### src/rtl/ctrl_fsm.sv
// ctrl_fsm: multi-cycle control sequencer (FETCH/DECODE/EXEC/MEM/WB/TRAP) for the single-issue core.
// Ports:
//   clock, reset        core clock; asynchronous active-high reset
//   inst_type           decoded instruction class (INST_* encodings)
//   com_res             branch comparator result, 1 = taken
//   ifetch_ack/mem_ack  instruction / data memory handshake acks
//   ifetch_req, inst_we instruction fetch request and instruction-register latch
//   mem_req, mem_we     data memory request, 1 = store
//   reg_we, wb_sel      register-file write strobe; 0 ALU, 1 load data, 2 PC+4
//   pc_we, pc_sel       PC update; 0 PC+4, 1 PC+imm, 2 ALU result with bit 0 cleared
//   halt                core is trapped
// Optional: define CTRL_PERF_CNT_EN to add 64-bit cycle_cnt and instret_cnt outputs.
`ifndef INST_TYPE_END
`define INST_ILLEGAL  0
`define INST_IMM      1
`define INST_REG      2
`define INST_UPP      3
`define INST_AUIPC    4
`define INST_LOAD     5
`define INST_STORE    6
`define INST_BRANCH   7
`define INST_JUMP     8
`define INST_JUMPR    9
`define INST_SYSTEM   10
`define INST_TYPE_END 10
`endif
module ctrl_fsm #(
  parameter int ITYPE_W         = `INST_TYPE_END + 1,
  parameter bit HALT_ON_ILLEGAL = 1'b1
) (
  input  logic               clock,
  input  logic               reset,
  input  logic [ITYPE_W-1:0] inst_type,
  input  logic               com_res,
  input  logic               ifetch_ack,
  input  logic               mem_ack,
  output logic               ifetch_req,
  output logic               inst_we,
  output logic               mem_req,
  output logic               mem_we,
  output logic               reg_we,
  output logic [1:0]         wb_sel,
  output logic               pc_we,
  output logic [1:0]         pc_sel,
  output logic               halt
`ifdef CTRL_PERF_CNT_EN
  ,
  output logic [63:0]        cycle_cnt,
  output logic [63:0]        instret_cnt
`endif
);
  localparam logic [ITYPE_W-1:0] T_IMM    = ITYPE_W'(`INST_IMM);
  localparam logic [ITYPE_W-1:0] T_REG    = ITYPE_W'(`INST_REG);
  localparam logic [ITYPE_W-1:0] T_UPP    = ITYPE_W'(`INST_UPP);
  localparam logic [ITYPE_W-1:0] T_AUIPC  = ITYPE_W'(`INST_AUIPC);
  localparam logic [ITYPE_W-1:0] T_LOAD   = ITYPE_W'(`INST_LOAD);
  localparam logic [ITYPE_W-1:0] T_STORE  = ITYPE_W'(`INST_STORE);
  localparam logic [ITYPE_W-1:0] T_BRANCH = ITYPE_W'(`INST_BRANCH);
  localparam logic [ITYPE_W-1:0] T_JUMP   = ITYPE_W'(`INST_JUMP);
  localparam logic [ITYPE_W-1:0] T_JUMPR  = ITYPE_W'(`INST_JUMPR);
  localparam logic [ITYPE_W-1:0] T_SYSTEM = ITYPE_W'(`INST_SYSTEM);

  typedef enum logic [2:0] {S_IDLE, S_FETCH, S_DECODE, S_EXEC, S_MEM, S_WB, S_TRAP} state_t;

  state_t             state_q, state_d;
  logic [ITYPE_W-1:0] itype_q, itype_d;

  // Class is captured in EXEC so MEM and WB see a stable value while waiting on acks.
  logic in_mem, in_ill;
  assign in_mem = (inst_type == T_LOAD) || (inst_type == T_STORE);
  // Any code that is not a known class (including 0) is treated as illegal.
  assign in_ill = !(inst_type inside {T_IMM, T_REG, T_UPP, T_AUIPC, T_LOAD, T_STORE,
                                      T_BRANCH, T_JUMP, T_JUMPR, T_SYSTEM});

  logic q_ld, q_st, q_br, q_j, q_jr, q_alu;
  assign q_ld  = itype_q == T_LOAD;
  assign q_st  = itype_q == T_STORE;
  assign q_br  = itype_q == T_BRANCH;
  assign q_j   = itype_q == T_JUMP;
  assign q_jr  = itype_q == T_JUMPR;
  assign q_alu = itype_q inside {T_IMM, T_REG, T_UPP, T_AUIPC, T_SYSTEM};

  always_ff @(posedge clock or posedge reset) begin
    if (reset) begin
      state_q <= S_IDLE;
      itype_q <= '0;
    end else begin
      state_q <= state_d;
      itype_q <= itype_d;
    end
  end

  always_comb begin
    state_d    = state_q;
    itype_d    = itype_q;
    ifetch_req = 1'b0;
    inst_we    = 1'b0;
    mem_req    = 1'b0;
    mem_we     = 1'b0;
    reg_we     = 1'b0;
    wb_sel     = 2'd0;
    pc_we      = 1'b0;
    pc_sel     = 2'd0;
    halt       = 1'b0;
    case (state_q)
      S_IDLE:   state_d = S_FETCH;
      S_FETCH: begin
        ifetch_req = 1'b1;
        inst_we    = ifetch_ack;
        state_d    = ifetch_ack ? S_DECODE : S_FETCH;
      end
      S_DECODE: state_d = S_EXEC;
      S_EXEC: begin
        itype_d = inst_type;
        state_d = in_mem ? S_MEM : (in_ill && HALT_ON_ILLEGAL) ? S_TRAP : S_WB;
      end
      S_MEM: begin
        mem_req = 1'b1;
        mem_we  = q_st;
        // A store has nothing to write back, so it retires here.
        pc_we   = mem_ack && q_st;
        state_d = !mem_ack ? S_MEM : q_st ? S_FETCH : S_WB;
      end
      S_WB: begin
        pc_we   = 1'b1;
        reg_we  = q_alu || q_ld || q_j || q_jr;
        wb_sel  = q_ld ? 2'd1 : (q_j || q_jr) ? 2'd2 : 2'd0;
        pc_sel  = q_jr ? 2'd2 : (q_j || (q_br && com_res)) ? 2'd1 : 2'd0;
        state_d = S_FETCH;
      end
      S_TRAP:   halt = 1'b1;
      default:  state_d = S_IDLE;
    endcase
  end

`ifdef CTRL_PERF_CNT_EN
  logic [63:0] cycle_cnt_q, instret_cnt_q;
  always_ff @(posedge clock or posedge reset) begin
    if (reset) begin
      cycle_cnt_q   <= '0;
      instret_cnt_q <= '0;
    end else begin
      cycle_cnt_q   <= cycle_cnt_q + 64'd1;
      instret_cnt_q <= instret_cnt_q + {63'd0, pc_we};
    end
  end
  assign cycle_cnt   = cycle_cnt_q;
  assign instret_cnt = instret_cnt_q;
`endif
endmodule

### config.mk
export PLATFORM = sky130hd
export DESIGN_NAME = ctrl_fsm
export DESIGN_NICKNAME = d
export VERILOG_FILES = /design/src/rtl/ctrl_fsm.sv
export SDC_FILE = /design/constraint.sdc
export NUM_CORES = 1
export LEC_CHECK = 0
export ABC_AREA = 1
export BUFFER_PORTS_ARGS = -buffer_cell sky130_fd_sc_hd__buf_2
export CAP_MARGIN = 25
export CORE_UTILIZATION = 49
export CTS_BUF_LIST = sky130_fd_sc_hd__clkbuf_16
export CTS_CLUSTER_SIZE = 14
export DETAILED_ROUTE_END_ITERATION = 7
export GPL_ROUTABILITY_DRIVEN = 1
export PLACE_DENSITY = 0.77
export SETUP_SLACK_MARGIN = 0.1
export SYNTH_ARGS = -nofsm -noshare
export SYNTH_HDL_FRONTEND = slang
export SYNTH_SLANG_ARGS = --single-unit
### constraint.sdc
create_clock -name clock -period 1.7 [get_ports clock]
set_clock_uncertainty 0.2 [all_clocks]
set_input_delay 0.085 -clock clock [delete_from_list [all_inputs] [get_ports clock]]
set_output_delay 0.085 -clock clock [all_outputs]
set_load 0.1 [all_outputs]
==> qor.csv, run 1 <==
stage,metric,value,unit
yosys,cell type contributing the most total cell area after synthesis,sky130_fd_sc_hd__dfrtp_1,
floorplanning,width of the chip,43.7,µm
yosys,Post-Syn Area,851,µm²
placement,weighted congestion reported at the end of routability-driven placement,0.789,
yosys,number of unique standard cell types used by synthesis,17,
clock_tree,Post-CTS Resized,12,
placement,Post-DP HPWL,1.68,mm
yosys,proportion of synthesized flip-flops having asynchronous set or reset,100,%
floorplanning,die height,43.7,µm
clock_tree,clock tree root buffer cell,sky130_fd_sc_hd__clkbuf_16,
yosys,number of flops mapped to enable cells by yosys,0,
floorplanning,Starting Density,54.6,%
clock_tree,CTS Buf Count,3,
yosys,flip-flop cell with the highest count after synthesis,sky130_fd_sc_hd__dfrtp_1,
yosys,cell types with the largest area share after synthesis,"sky130_fd_sc_hd__dfrtp_1 41%, sky130_fd_sc_hd__nand2_1 16%, sky130_fd_sc_hd__inv_1 8.8%",
clock_tree,total of hold buffers inserted after clock tree synthesis,13,
yosys,Post-Syn Nets,143,
clock_tree,clk sink count,14,
status,status,aborted with a tool error,
status,step where the flow halted,clock tree synthesis (4_1_cts),
yosys,Synth Area per Inst,6.70,µm²
yosys,Syn Inst Count,127,
floorplanning,count of standard-cell rows,14,
yosys,area share of the largest cell type after synthesis,41.2,%
yosys,number of register bits inferred by synthesis,14,
placement,count of input and output buffers,26,
yosys,post-synthesis sequential area ratio,41.2,%
clock_tree,maximum level of the CTS H-tree,1,
status,error that stopped the run,[ERROR DPL-0033] detailed placement checks failed during check placement.,
clock_tree,Longest Clk Path Bufs,2,
floorplanning,io pins,27,
clock_tree,buffers inserted by post-CTS timing repair,4,
yosys,total of warnings raised by yosys,0,
==> Yosys cell counts (2+ instances only) <==
master / number
sky130_fd_sc_hd__nand2_1: 37
sky130_fd_sc_hd__inv_1: 20
sky130_fd_sc_hd__nor2_1: 17
sky130_fd_sc_hd__dfrtp_1: 14
sky130_fd_sc_hd__o21ai_1: 9
sky130_fd_sc_hd__nand3_1: 8
sky130_fd_sc_hd__nand4_1: 6
sky130_fd_sc_hd__o21ai_0: 4
sky130_fd_sc_hd__inv_2: 3
sky130_fd_sc_hd__a21oi_1: 2
==> cell families after synthesis <==
| family | count (synthesis) | synth area share [%] |
|---|---|---|
| compound gates | 15 | 8.82 |
| buf+inv | 24 | 11.0 |
| simple gates | 74 | 39.0 |
| flops | 14 | 41.2 |
==> through the flow <==
step	cell area, µm²	setup slack [ps]	TNS [ps]	instances
after floorplan	940	-686	-3370	127
after global placement	1280	36.2	0	173
after detailed placement	1280	-8.70	-8.70	173
==> run 2: changes to the inputs <==
- CORE_AREA: unset -> 2 2 63 65
- CORE_UTILIZATION: 49 -> unset
- CTS_BUF_LIST: sky130_fd_sc_hd__clkbuf_16 -> unset
- CTS_CLUSTER_SIZE: 14 -> unset
- DIE_AREA: unset -> 0 0 65 67
- PLACE_DENSITY: 0.77 -> unset
- PLACE_DENSITY_LB_ADDON: unset -> 0.15
- SETUP_SLACK_MARGIN: 0.1 -> unset
==> run 2 against run 1 <==
Against the previous run: the flow now finishes, with violations (negative setup slack); synthesized cell count unchanged; area after synthesis unchanged.
==> qor.csv, run 2 <==
stage,metric,value,unit,change
finish,flip-flop count of the largest register after layout,11,,
critical_path,worst-path fanout max,6,,
critical_path,"Cell Chain, Critical Path",nor2_1 -> nand2_1 -> nor2_4 -> nand4_1 -> o21ai_4 -> buf_12,,
timing,"Hold Vio Cnt, Final",0,,
route,DR vias,972,,
grt,total congestion overflow,0,,
placement,count of input and output buffers,26,,unchanged
yosys,Syn Inst Count,127,,unchanged
route,final routed wire length divided by cell count,9.86,µm,
yosys,ranking of synthesized cells by instance count,"37 x sky130_fd_sc_hd__nand2_1, 20 x sky130_fd_sc_hd__inv_1, 17 x sky130_fd_sc_hd__nor2_1, 14 x sky130_fd_sc_hd__dfrtp_1, 9 x sky130_fd_sc_hd__o21ai_1",,
timing,Min Hold Slack,227,ps,
min_path,Hold Crit Class,in2async,,
placement,weighted congestion reported at the end of routability-driven placement,0.909,,+15%
yosys,cell types with the largest area share after synthesis,"sky130_fd_sc_hd__dfrtp_1 41%, sky130_fd_sc_hd__nand2_1 16%, sky130_fd_sc_hd__inv_1 8.8%",,
clock_tree,clock latency of the later-clocked register in the worst-skew pair,240,ps,
clock_tree,CTS Buf Count,3,,unchanged
clock_tree,Longest Clk Path Bufs,2,,unchanged
placement,Post-DP HPWL,1.73,mm,+3.0%
timing,final worst slack,-192,ps,
floorplanning,width of the chip,65,µm,+49%
yosys,number of register bits inferred by synthesis,14,,unchanged
yosys,Synth Area per Inst,6.70,µm²,unchanged
finish,"commonest non-fill, non-tap cells in the layout","34 x sky130_fd_sc_hd__nand2_1, 15 x sky130_fd_sc_hd__inv_1, 15 x sky130_fd_sc_hd__buf_2, 14 x sky130_fd_sc_hd__nor2_1, 14 x sky130_fd_sc_hd__dlygate4sd3_1",,
critical_path,FF-to-FF Start,itype_q[8]$_DFFE_PP0N_,,
critical_path,startpoint type of the worst setup path,flop,,
grt,met3 global-route usage,2.20,%,
clock_tree,clock tree root buffer cell,sky130_fd_sc_hd__clkbuf_8,,
yosys,number of unique standard cell types used by synthesis,17,,unchanged
timing,tightest slew margin relative to the limit,64.6,%,
finish,leading registers by flop count,"itype_q x11, state_q x3",,
timing,Worst Max-Slew Pin Slew,531,ps,
timing,highest clock frequency the design can meet,528,MHz,
route,via count normalized by instance count,4.26,,
grt,"Most Used Layer, Global Route",met2,,
grt,routing usage on met1,15.1,%,
route,number of DRC markers after the initial detailed-route iteration,30,,
finish,number of filler cells placed in the layout,369,,
grt,wire length of the first global-routing pass,3.98,mm,
power,Leakage,0.000729,µW,
floorplanning,core region area,3610,µm²,
yosys,library cell with the highest instance count after synthesis,sky130_fd_sc_hd__nand2_1,,
status,violated checks,negative setup slack,,
finish,final core utilization,43.7,%,
timing,minimum period implied by the final worst setup slack,1890,ps,
critical_path,worst reg2reg setup slack,240,ps,
critical_path,data required time at the worst endpoint,1410,ps,
critical_path,CP max-delay cell,sky130_fd_sc_hd__dfrtp_1,,
clock_tree,clk sink count,14,,unchanged
critical_path,CP Class,reg2out,,
timing,final count of pins violating max slew,0,,
critical_path,r2r worst-path depth,8,,
finish,Antenna Cells,0,,
yosys,post-synthesis sequential area ratio,41.2,%,unchanged
clock_tree,clock transition at the registers of the reported paths,60,ps,
timing,final setup vio count,7,,
clock_tree,maximum level of the CTS H-tree,1,,unchanged
route,length of the first detailed-routing pass in iterations,4,,
floorplanning,total die area,4360,µm²,
timing,setup repair after global routing missed its margin,yes,,
critical_path,Crit path largest cell delay,370,ps,
clock_tree,TritonCTS clock tree,yes,,
timing,Tcrit/Tclk final,111,%,
power,power density of the placed cells,1450,nW/µm²,
power,maximum ir drop on the vdd rail,349,µV,
route,total wire length after detailed routing,2.25,mm,
route,Routed Antenna Nets,0,,
placement,placed cell count,205,,+18%
grt,maximum number of pins on one net before global-route repair,16,,
route,count of unresolved DRC violations after routing,0,,
yosys,Post-Syn Nets,143,,unchanged
yosys,area share of the largest cell type after synthesis,41.2,%,unchanged
critical_path,first element of the critical path,itype_q[8]$_DFFE_PP0N_,,
floorplanning,count of standard-cell rows,22,,+8
floorplanning,die height,67,µm,+53%
finish,synthesis-to-layout area growth,85.1,%,
grt,overall fraction of global-route tracks in use,12.0,%,
finish,post-layout instance count excluding filler cells,228,,
critical_path,arrival time of data at the critical path endpoint,1610,ps,
yosys,flip-flop cell with the highest count after synthesis,sky130_fd_sc_hd__dfrtp_1,,
finish,fraction of final layout cells sized beyond drive strength 1,36.1,%,
yosys,Post-Syn Area,851,µm²,unchanged
yosys,total of warnings raised by yosys,0,,unchanged
status,status,"finished, violations left",,
floorplanning,io pins,27,,unchanged
yosys,cell type contributing the most total cell area after synthesis,sky130_fd_sc_hd__dfrtp_1,,
floorplanning,Starting Density,23.6,%,-31 points
finish,most frequent standard cell in the layout excluding fill and tap cells,sky130_fd_sc_hd__nand2_1,,
critical_path,Crit. End Element,output pin,,
yosys,proportion of synthesized flip-flops having asynchronous set or reset,100,%,unchanged
finish,most flop-heavy register,itype_q,,
grt,number of antenna violations at the first check in global routing,0,,
finish,count of nets after finishing,197,,
yosys,number of flops mapped to enable cells by yosys,0,,unchanged
flow_run,Max Cap Viol,0,,
grt,grt met2 use,19.8,%,
grt,via count of the first global-routing pass,916,,
## run 2: critical path, delay by kind of cell (launching register included)
| family | cells | cell delay (ps) |
|---|---|---|
| compound gates | 1 | 220 |
| simple gates | 4 | 590 |
| buf+inv | 1 | 190 |
| flops | 1 | 370 |
## run 2: what timing repair did
action,CTS,global route
resized for setup,5,4
endpoints found under the hold margin,27,0
setup endpoints to repair,7,8
setup buffers,3,2
hold buffers,14,0
pin swaps,10,8
## run 2: cell type report
class	count	area [µm²]	area share, %
tap	48	60.1	3.81
timing repair buffer	50	514	32.6
inverter	23	93.8	5.96
sequential	14	353	22.4
clock buffer	4	55.1	3.49
multi-input combinational	89	499	31.7
## run 2: worst paths after layout
path,endpoint
worst max-delay path,pc_we
worst min-delay path,itype_q[10]$_DFFE_PP0N_
worst max register to register,state_q[2]$_DFFE_PP0N_
worst min register to register,itype_q[6]$_DFFE_PP0N_
max in group asynchronous,state_q[0]$_DFFE_PP0N_
min in group clock,itype_q[6]$_DFFE_PP0N_
## run 2: kinds of logic (layout without fill, tap and decap cells)
kind of cell / Yosys count / in the layout / share of synthesized area [%]
AO/OA/AOI/OAI: 15 / 15 / 8.82
buffers and inverters: 24 / 77 / 11.0
flip-flops: 14 / 14 / 41.2
AND/OR/NAND/NOR: 74 / 74 / 39.0
## run 2: stage by stage
stage               setup TNS (ps)  area [µm²]  setup slack (ps)  total power (µW)
finish                        -992        1580              -192              2280
global route                 -1900        1580              -312              2450
CTS                          -1310        1550              -232              2270
detailed placement               0        1320              14.7              1870
global placement                 0        1320              43.2              1850
floorplan                    -3380         935              -686              1480
## run 2: metal layers
metal,vias up,part of all wire [%]
li1,510,-
met1,432,47
met2,28,47
met3,2,4.7
met4,0,0.98
met5,-,0
## run 2: power by group
part	leakage, µW	switching (µW)	internal [µW]	total [µW]
clock	0.0000288	113	205	317
combinational	0.000530	826	491	1320
sequential	0.000170	143	505	647
(Power assumes the default switching activity.)
